`src/rtl/reaction_display.sv`:
```
// Converts an 11-bit millisecond value to BCD (double dabble) and scans it onto a 4-digit 7-segment display.
// Optional leading-zero blanking: define REACTION_DISPLAY_BLANK_EN.
module reaction_display #(
  parameter int unsigned SCAN_DIV = 2
) (
  input  logic        clk1k,
  input  logic        reset,
  input  logic [10:0] value,
  input  logic        load,
  output logic        busy,
  output logic [6:0]  seg,
  output logic [3:0]  an
);

  localparam int unsigned DIVW = (SCAN_DIV > 1) ? $clog2(SCAN_DIV) : 1;

  typedef enum logic [1:0] {IDLE, CONVERT, COMMIT} state_t;

  state_t           state;
  logic [10:0]      bin;
  logic [15:0]      bcd;
  logic [3:0]       cnt;
  logic [15:0]      disp;
  logic [DIVW-1:0]  div;
  logic [1:0]       idx;
  logic [15:0]      adj;
  logic [3:0]       digit;
  logic             blank;

  // Add-3 correction applied to every BCD nibble before each shift.
  always_comb begin
    adj = bcd;
    for (int k = 0; k < 4; k++) begin
      if (bcd[4*k +: 4] >= 4'd5) adj[4*k +: 4] = bcd[4*k +: 4] + 4'd3;
    end
  end

  always_ff @(posedge clk1k or posedge reset) begin
    if (reset) begin
      state <= IDLE;
      busy  <= 1'b0;
      bin   <= '0;
      bcd   <= '0;
      cnt   <= '0;
      disp  <= '0;
    end else begin
      case (state)
        IDLE: begin
          if (load) begin
            bin   <= value;
            bcd   <= '0;
            cnt   <= '0;
            busy  <= 1'b1;
            state <= CONVERT;
          end
        end
        CONVERT: begin
          {bcd, bin} <= {adj, bin} << 1;
          cnt        <= cnt + 4'd1;
          if (cnt == 4'd10) state <= COMMIT;
        end
        COMMIT: begin
          disp  <= bcd;
          busy  <= 1'b0;
          state <= IDLE;
        end
        default: begin
          busy  <= 1'b0;
          state <= IDLE;
        end
      endcase
    end
  end

  // Free-running digit scan, independent of the conversion engine.
  always_ff @(posedge clk1k or posedge reset) begin
    if (reset) begin
      div <= '0;
      idx <= '0;
    end else if (div == DIVW'(SCAN_DIV - 1)) begin
      div <= '0;
      idx <= idx + 2'd1;
    end else begin
      div <= div + DIVW'(1);
    end
  end

  always_comb begin
    digit = disp[{idx, 2'b00} +: 4];
    blank = 1'b0;
`ifdef REACTION_DISPLAY_BLANK_EN
    case (idx)
      2'd3:    blank = (disp[15:12] == 4'd0);
      2'd2:    blank = (disp[15:8] == 8'd0);
      2'd1:    blank = (disp[15:4] == 12'd0);
      default: blank = 1'b0;
    endcase
`endif
    an = ~(4'b0001 << idx);
    case (digit)
      4'd0:    seg = 7'b1000000;
      4'd1:    seg = 7'b1111001;
      4'd2:    seg = 7'b0100100;
      4'd3:    seg = 7'b0110000;
      4'd4:    seg = 7'b0011001;
      4'd5:    seg = 7'b0010010;
      4'd6:    seg = 7'b0000010;
      4'd7:    seg = 7'b1111000;
      4'd8:    seg = 7'b0000000;
      4'd9:    seg = 7'b0010000;
      default: seg = 7'b1111111;
    endcase
    if (blank) seg = 7'b1111111;
  end

endmodule

```
`config.mk`:
```
export PLATFORM = sky130hd
export DESIGN_NAME = reaction_display
export DESIGN_NICKNAME = d
export VERILOG_FILES = /design/src/rtl/reaction_display.sv
export SDC_FILE = /design/constraint.sdc
export NUM_CORES = 1
export LEC_CHECK = 0
export ABC_AREA = 1
export CAP_MARGIN = 20
export CORE_MARGIN = 2
export CORE_UTILIZATION = 57
export CTS_CLUSTER_DIAMETER = 30
export DETAILED_ROUTE_END_ITERATION = 6
export DONT_BUFFER_PORTS = 1
export PLACE_DENSITY_LB_ADDON = 0.08
export SYNTH_ARGS = -nofsm -noshare
export SYNTH_HDL_FRONTEND = slang
export SYNTH_SLANG_ARGS = --single-unit
```
`constraint.sdc`:
```
create_clock -name clk1k -period 1.8 [get_ports clk1k]
set_clock_uncertainty 0.05 [all_clocks]
set_input_delay 0.36 -clock clk1k [delete_from_list [all_inputs] [get_ports clk1k]]
set_output_delay 0.36 -clock clk1k [all_outputs]
set_load 0.02 [all_outputs]
```
==> flow_metrics.py, run 1 <==
metrics = {
    "outcome": {
        "run_status": "complete, but fails checks",
        "violations": "negative setup slack",
    },
    "placed_design": {
        "place_area_um2": 3080,
        "portBuffers": 0,
        "gp_congestion": 0.904,
        "dp_slack_ns": -0.0771,
        "dpl.hpwl_um": 3930,
    },
    "yosys": {
        "syn_avg_cell_area_um2": 8.19,
        "yosysWarnings": 0,
        "ys.flop_type": "dfrtp_1",
        "yosysMostFrequentCell": "nand2_1",
        "ys_ff_latch": 53,
        "synth.area.top_cells": "dfrtp_1 46%, nand2_1 16%, ha_1 8.2%",
        "synth_area_um2": 2890,
        "synth_top_area_share_pct": 45.9,
        "synth_async_sr_flop_share_pct": 100,
        "syn_nets": 386,
        "ys_seq_area_share_pct": 45.9,
        "yosys.area.top_type": "dfrtp_1",
        "syn_inst": 353,
        "synth_common_cells": "121 x nand2_1, 53 x dfrtp_1, 36 x inv_1, 34 x nand3_1, 29 x o21ai_0",
        "synthDistinctLibCells": 26,
        "synth-edff-count": 0,
    },
    "grt": {
        "grt_usage_pct": 22.9,
        "grt_max_degree": 33,
        "grt_pass1_vias": 2224,
        "antenna_found_initial": 0,
        "grt_pass1_wl_um": 9830,
        "grt_overflow_total": 0,
    },
    "critical_path": {
        "crit_chain": "buf_6, nand2_2, nand3_2, nand2_4, inv_4, ha_4, nand3b_1, nand3_1, nand2_2",
        "crit_slowest_cell": "dfrtp_2",
        "cp.arrival_ns": 1.78,
        "path_common_cell": "nand2_2",
        "crit_path_start_kind": "register",
        "critPathMaxStageDelay_ns": 0.47,
        "endpoint_kind": "primary output",
        "crit_required_ns": 1.39,
        "worstSetupPathType": "reg2out",
        "path_delay_family": "simple AND/OR/NAND/NOR gates",
        "crit_buf_inv": 2,
        "crit_fanout": 6,
    },
    "cells_and_area": {
        "drive_gt1_share_pct": 24.6,
        "nets": 406,
        "diodes": 0,
        "syn_to_final_growth_pct": 20.3,
        "stdcell_area_um2": 3480,
    },
    "sta": {
        "hold_viol_final": 0,
        "setup_viol_count_final": 8,
        "timing.setup.tns_ns": -2.44,
        "fmax_mhz": 457,
        "fin_crit_ns": 2.19,
        "rsz0062_at_grt": "yes",
        "relSlewSlack_pct": 61.7,
        "setup_slack_ns": -0.388,
        "drv_slew": 0,
        "finalCritPeriodShare_pct": 122,
        "tightest_slew_ns": 0.574,
    },
    "power": {
        "p_per_area_nw_per_um2": 1570,
        "peakVddDrop_mv": 0.847,
        "p_leak_nw": 1.73,
    },
    "floorplanning": {
        "pin_count": 26,
        "rows": 25,
        "die_x_um": 75.2,
        "initial_core_util_pct": 60.0,
        "core_um2": 4820,
        "die_area_um2": 5660,
        "die_h_um": 75.2,
    },
    "drt": {
        "drt_first_pass_iters": 5,
        "detail_route.wl_per_cell_um": 13.0,
        "drtAntennaViolNets": 0,
        "drc_errors": 0,
        "drt_wl_total_um": 5750,
        "drtIter0Drc": 86,
        "viasPerCell": 5.25,
        "via_count": 2317,
    },
    "worst_hold_path": {
        "hold_class": "in2reg",
    },
    "clocking": {
        "ctsRootBufferMaster": "clkbuf_8",
        "clock_latency_ns": 0.30,
        "cts.clk_slew.worst_paths_ns": 0.10,
        "clockBufferDepth": 2,
        "cts_tree": "done",
        "cts.sinks": 53,
        "htree_levels": 2,
        "cts_made_buffers": 5,
    },
    "job": {
        "cap_violations": 0,
    },
}
logic make-up after synthesis:
logic type	after synthesis	share of synthesized area, %
and+or+nand+nor	178	26.7
xor gates and xnor gates	4	1.21
adders and majority gates	19	8.23
buffers and inverters	51	7.66
AOI/OAI and AO/OA	48	10.3
DFF	53	45.9
per-stage QoR:
stage / cells / utilization [%] / hold WS (ns) / power [W]
after floorplan: 353 / - / 0.400 / 0.00389
after global placement: 430 / 63.9 / 0.281 / 0.00432
after detailed placement: 430 / 63.9 / 0.282 / 0.00440
after CTS: 440 / 71.8 / 0.130 / 0.00551
after global routing: 441 / 72.2 / 0.126 / 0.00599
final: 441 / 72.2 / 0.136 / 0.00548
routing by layer:
metal / track usage (%) / routed length, um / share of wire [%] / vias up
met2: 39.3 / 2890 / 50 / 41
met5: 0 / 0 / 0 / -
met3: 4.69 / 160 / 2.8 / 10
li1: - / - / - / 1174
met1: 29.7 / 2600 / 45 / 1092
met4: 6.43 / 102 / 1.8 / 0
final timing paths:
check,startpoint,endpoint,slack (ns),cells after the start
worst max-delay path,idx[0],seg[6],-0.39,9
worst min-delay path,value[2],bin[2],0.14,2
worst max register to register,bcd[8],bcd[10],0.35,8
worst min register to register,bin[5],bin[5],0.44,2
max in group asynchronous,reset,idx[1],0.65,3
min in group asynchronous,reset,bcd[10],0.52,2
timing repair:
| action | 4_1_cts | 5_1_grt |
|---|---|---|
| setup buffers | 1 | 1 |
| gates resized for setup | 66 | 3 |
| pin swaps | 23 | 3 |
| hold buffers | 1 | 0 |
| hold endpoints to repair | 25 | 0 |
| endpoints found under the setup margin | 9 | 10 |
| gates cloned | 0 | 0 |
final cells by class:
cell class / instances / area, um^2
timing repair buffer: 22 / 214
multi-input combinational: 249 / 1570
inverter: 42 / 173
fill: 392 / 1340
sequential: 53 / 1330
clock buffer: 7 / 96.3
tap: 67 / 83.8
clock inverter: 1 / 8.76
power breakdown:
group	internal (W)	switching [W]	total [W]
combinational	0.00102	0.00171	0.00273
clock	0.000356	0.000391	0.000747
sequential	0.00165	0.000346	0.00200
cells in the final DEF (no fill, tap or decap), drive strengths merged:
cell type,Yosys,final
nand2,126,126
buf,8,21
a22o,1,1
xor2,4,4
dlygate4sd3,0,1
clkbuf,1,7
o22ai,8,8
a21oi,3,3
o211ai,1,1
nand3,36,36
ha,19,19
nand3b,3,3
o21ai,35,35
nor2,13,13
inv,42,43
dfrtp,53,53
sequential cells by signal, summed over array words and instances, names as in the netlist:
signal / count
idx: 2
cnt: 4
busy: 1
disp: 16
bin: 11
state: 2
bcd: 16
div: 1
No activity file was read; power rests on OpenSTA's default activity.
==> run 2, diff against run 1 <==
- CORE_MARGIN: 2 -> unset
- CORE_UTILIZATION: 57 -> 68
- clock period: 1.8 -> 2.68 ns (I/O delays scaled with it)
==> flow_metrics.py, run 2 (synthesis results as in run 1) <==
metrics = {
    "sta": {
        "drv_slew": 0,
        "relSlewSlack_pct": 42.5,
        "tightest_slew_ns": 0.860,
        "hold_viol_final": 0,
        "timing.setup.tns_ns": 0,
        "finalCritPeriodShare_pct": 93.8,
        "setup_viol_count_final": 0,
        "fin_crit_ns": 2.51,
        "fmax_mhz": 398,
    },
    "clocking": {
        "cts_tree": "done",
        "htree_levels": 2,
        "cts_made_buffers": 5,
        "cts.clk_slew.worst_paths_ns": 0.10,
        "ctsRootBufferMaster": "clkbuf_8",
        "clock_latency_ns": 0.31,
        "postCtsHoldBufs": 0,
        "clockBufferDepth": 2,
        "cts.sinks": 53,
    },
    "outcome": {
        "run_status": "complete, no violations",
    },
    "power": {
        "peakVddDrop_mv": 0.657,
        "netSwitchingPower_w": 0.00148,
        "seqPwrFrac_pct": 39.2,
        "switching_share_pct": 43.5,
        "p_leak_nw": 1.58,
        "power_frac_clock_pct": 15.8,
        "p_int_w": 0.00192,
        "p_per_area_nw_per_um2": 1120,
        "comb_power_share_pct": 45.0,
    },
    "critical_path": {
        "crit_required_ns": 2.09,
        "crit_slowest_cell": "dfrtp_2",
        "crit_chain": "inv_2, nand2_1, nand3_1, nand2_1, ha_1, nand3_1, nand3_1, nand2_1",
        "crit_fanout": 11,
        "critPathMaxStageDelay_ns": 0.49,
        "worstSetupPathType": "reg2out",
        "endpoint_kind": "primary output",
        "cp.arrival_ns": 1.93,
        "crit_buf_inv": 1,
        "crit_path_start_kind": "register",
        "path_delay_family": "simple AND/OR/NAND/NOR gates",
    },
    "cells_and_area": {
        "final_util_pct": 75.2,
        "regArea_um2": 1330,
        "fill_cells": 324,
        "reg.largest.list": "bcd x16, disp x16, bin x11",
        "drive_gt1_share_pct": 9.86,
        "multi_input_area_um2": 1340,
        "layout_commonest_cell": "nand2_1",
        "syn_to_final_growth_pct": 4.85,
        "diodes": 0,
        "nets": 387,
        "final_cell_mix": "121 x nand2_1, 51 x dfrtp_1, 35 x inv_1",
    },
    "job": {
        "cap_violations": 0,
    },
    "grt": {
        "grt.busiest_layer": "met2",
        "grt_use_met3_pct": 5.07,
        "grt_use_met1_pct": 30.5,
        "grt_pass1_vias": 2052,
        "use_met2_pct": 44.9,
        "grt_overflow_total": 0,
        "grt_pass1_wl_um": 8580,
        "grt_max_degree": 54,
        "antenna_found_initial": 0,
        "grt_usage_pct": 25.5,
    },
    "floorplanning": {
        "die_h_um": 67.2,
        "pin_count": 26,
        "die_x_um": 67.2,
        "initial_core_util_pct": 71.7,
        "rows": 23,
        "die_area_um2": 4520,
        "core_um2": 4030,
    },
    "drt": {
        "detail_route.wl_per_cell_um": 12.5,
        "drtIter0Drc": 104,
        "drt_wl_total_um": 5050,
        "via_count": 2190,
        "drt_first_pass_iters": 4,
        "viasPerCell": 5.41,
        "drc_errors": 0,
        "drtAntennaViolNets": 0,
    },
    "worst_hold_path": {
        "hold_class": "in2async",
    },
    "placed_design": {
        "gp_congestion": 0.861,
        "portBuffers": 0,
        "dpl.hpwl_um": 3570,
    },
}
==> run 2: changes by cell type in the layout (fill, tap and decap cells not counted), moves of 3 or more <==
cell	previous run	this run
inv_4	6	2
nand2_1	100	121
buf_4	11	3
nand3_1	27	34
nand3_4	4	0
ha_4	4	0
buf_6	9	0
nand2_4	11	1
nand3_2	5	2
nand2_2	14	4
inv_1	29	35
ha_1	15	19
==> run 2: worst reg2reg max path, delay by kind of cell (launching register included) <==
kind / cells / cell delay [ns]
AO/OA/AOI/OAI: 1 / 0.20
buffers and inverters: 2 / 0.23
flip-flops: 1 / 0.47
AND/OR/NAND/NOR: 2 / 0.62
==> run 2: path summary, 6_finish.rpt <==
kind                            startpoint       to  slack, ns  cells past startpoint
max in group asynchronous            reset   idx[0]       1.89                      2
min in group clk1k                value[1]   bin[1]       0.31                      2
worst max-delay path                idx[0]   seg[3]       0.17                      8
worst min-delay path                 reset   bin[3]       0.23                      2
worst min register to register     disp[7]  disp[7]       0.44                      2
worst max register to register    state[1]   bin[0]       1.01                      5
==> run 2: power groups by stage <==
stage	sequential (W)	combinational, W	clock (W)
3_3_place_gp	0.00134	0.00148	0
4_1_cts	0.00133	0.00154	0.000554
2_1_floorplan	0.00129	0.00132	0
3_5_place_dp	0.00135	0.00154	0
6_report	0.00134	0.00153	0.000538
5_1_grt	0.00137	0.00178	0.000575
==> run 2: cell type report <==
type	count	area share (%)
multi-input cells	249	44.3
flip-flops and latches	53	43.8
inverters	42	5.37
clock buffers	6	2.39
well taps	50	2.06
clock inverters	2	1.28
repair buffers	3	0.743
==> run 2: what timing repair did <==
action / CTS / global route
resized for setup: 0 / 2
hold endpoints to repair: 0 / 0
endpoints found under the setup margin: 0 / 6
setup buffers: 0 / 2
==> run 2: layer usage <==
layer | vias up | wire length, um
li1 | 1123 | -
met1 | 1024 | 2360
met2 | 34 | 2450
met3 | 9 | 135
met4 | 0 | 99
met5 | - | 0
==> run 2: stage by stage <==
stage / hold WS (ns) / cell area (um^2) / total power, W / std cells / setup WS [ns]
after floorplan: 0.400 / 2890 / 0.00260 / 353 / 0.649
after global placement: 0.418 / 2900 / 0.00282 / 395 / 0.438
after detailed placement: 0.420 / 2900 / 0.00288 / 395 / 0.374
after CTS: 0.247 / 3010 / 0.00343 / 403 / 0.0170
after global routing: 0.288 / 3030 / 0.00373 / 405 / -0.00395
final: 0.226 / 3030 / 0.00340 / 405 / 0.166
==> run 3, diff against run 2 <==
- CORE_MARGIN: unset -> 5
- CORE_UTILIZATION: 68 -> 44
==> flow_metrics.py, run 3 (synthesis results as in run 1) <==
metrics = {
    "drt": {
        "viasPerCell": 5.19,
        "drt_first_pass_iters": 4,
        "detail_route.wl_per_cell_um": 12.9,
        "via_count": 2240,
        "drc_errors": 0,
        "drtIter0Drc": 47,
        "drt_wl_total_um": 5580,
        "drtAntennaViolNets": 0,
    },
    "power": {
        "power_frac_clock_pct": 16.6,
        "seqPwrFrac_pct": 38.9,
        "netSwitchingPower_w": 0.00149,
        "p_int_w": 0.00195,
        "comb_power_share_pct": 44.5,
        "p_per_area_nw_per_um2": 1110,
        "peakVddDrop_mv": 0.531,
        "switching_share_pct": 43.3,
        "p_leak_nw": 1.59,
    },
    "floorplanning": {
        "die_x_um": 91.1,
        "pin_count": 26,
        "core_um2": 6390,
        "die_h_um": 91.1,
        "rows": 29,
        "die_area_um2": 8290,
        "initial_core_util_pct": 45.3,
    },
    "sta": {
        "timing.setup.tns_ns": 0,
        "fmax_mhz": 398,
        "rsz0062_at_grt": "no",
        "finalCritPeriodShare_pct": 93.7,
        "holdWs_ns": 0.122,
        "tightest_slew_ns": 0.891,
        "drv_slew": 0,
        "fin_crit_ns": 2.51,
        "setup_viol_count_final": 0,
        "relSlewSlack_pct": 40.5,
        "hold_viol_final": 0,
    },
    "clocking": {
        "ctsRootBufferMaster": "clkbuf_8",
        "postCtsHoldBufs": 0,
        "cts.sinks": 53,
        "htree_levels": 2,
        "cts.clk_slew.worst_paths_ns": 0.10,
        "clock_latency_ns": 0.30,
        "cts_made_buffers": 5,
        "cts_tree": "done",
        "clockBufferDepth": 2,
    },
    "cells_and_area": {
        "reg.largest.list": "bcd x16, disp x16, bin x11",
        "diodes": 0,
        "layout_commonest_cell": "nand2_1",
        "fill_cells": 664,
        "final_cell_mix": "120 x nand2_1, 51 x dfrtp_1, 35 x inv_1",
        "nets": 387,
        "drive_gt1_share_pct": 10.4,
        "syn_to_final_growth_pct": 6.84,
    },
    "critical_path": {
        "worst_r2r_path_depth": 5,
        "rrSetupSlack_ns": 0.97,
        "crit_required_ns": 2.09,
        "timing.rr.start": "state[1]",
        "worstSetupPathType": "reg2out",
        "crit_path_start_kind": "register",
        "crit_fanout": 12,
        "cp.arrival_ns": 1.93,
        "endpoint_kind": "primary output",
        "rr_endpoint": "bin[0]",
    },
    "grt": {
        "antenna_found_initial": 0,
        "grt_usage_pct": 14.1,
        "grt_overflow_total": 0,
        "grt_pass1_vias": 2216,
        "grt_max_degree": 33,
        "grt_pass1_wl_um": 9840,
    },
    "outcome": {
        "run_status": "complete, no violations",
    },
    "placed_design": {
        "portBuffers": 0,
        "gp_congestion": 0.768,
        "dpl.hpwl_um": 4060,
    },
    "job": {
        "cap_violations": 0,
    },
    "worst_hold_path": {
        "hold_class": "in2async",
    },
}
## run 3: how the worst max path moves through the flow
stage | from | end | cells past startpoint
final | idx[0] | seg[3] | 8
after global routing | idx[0] | seg[3] | 8
after CTS | idx[0] | seg[3] | 8
after detailed placement | idx[0] | seg[6] | 9
after global placement | idx[0] | seg[6] | 9
after floorplan | idx[0] | seg[6] | 9
## run 3: power groups by stage
stage	clock [W]	combinational [W]	sequential, W
after floorplan	0	0.00132	0.00129
after global placement	0	0.00152	0.00135
after detailed placement	0	0.00156	0.00135
after CTS	0.000588	0.00156	0.00134
after global routing	0.000624	0.00177	0.00137
final	0.000569	0.00153	0.00134
## run 3: per-stage QoR
| step | std cells | cell area [um^2] | setup slack, ns | utilization (%) | power [W] |
|---|---|---|---|---|---|
| 3_5_place_dp | 422 | 2950 | 0.319 | 46.2 | 0.00291 |
| 2_1_floorplan | 353 | 2890 | 0.649 | - | 0.00260 |
| 4_1_cts | 430 | 3070 | 0.108 | 48.1 | 0.00348 |
| 6_report | 432 | 3090 | 0.168 | 48.4 | 0.00343 |
| 5_1_grt | 432 | 3090 | 0.0270 | 48.4 | 0.00377 |
| 3_3_place_gp | 422 | 2950 | 0.421 | 46.2 | 0.00287 |
## run 3: metal layers
metal | routed length [um] | global-route usage, % | part of all wire (%) | vias to the layer above
li1 | - | - | - | 1125
met1 | 2550 | 17.7 | 46 | 1056
met2 | 2670 | 23.6 | 48 | 49
met3 | 226 | 3.64 | 4.0 | 10
met4 | 129 | 4.77 | 2.3 | 0
met5 | 0 | 0 | 0 | -
## run 3: worst max-delay path, cell delays in order (launching register included)
cell,delay [ns]
dfrtp_2,0.49
inv_2,0.18
nand2_1,0.09
nand3_1,0.09
nand2_2,0.10
ha_1,0.31
nand3_1,0.10
nand3_1,0.08
nand2_1,0.17
## run 3: cell type report
| class | count | area (um^2) | share of cell area, % |
|---|---|---|---|
| timing repair buffer | 3 | 35.0 | 1.13 |
| multi-input combinational | 249 | 1350 | 43.6 |
| tap | 77 | 96.3 | 3.12 |
| sequential | 53 | 1330 | 43.0 |
| clock inverter | 2 | 37.5 | 1.22 |
| clock buffer | 6 | 82.6 | 2.67 |
| inverter | 42 | 163 | 5.27 |
## run 3: timing repair
| item | in CTS | in global routing |
|---|---|---|
| setup buffers | 0 | 2 |
| gates resized for setup | 1 | 2 |
| setup endpoints to repair | 2 | 4 |
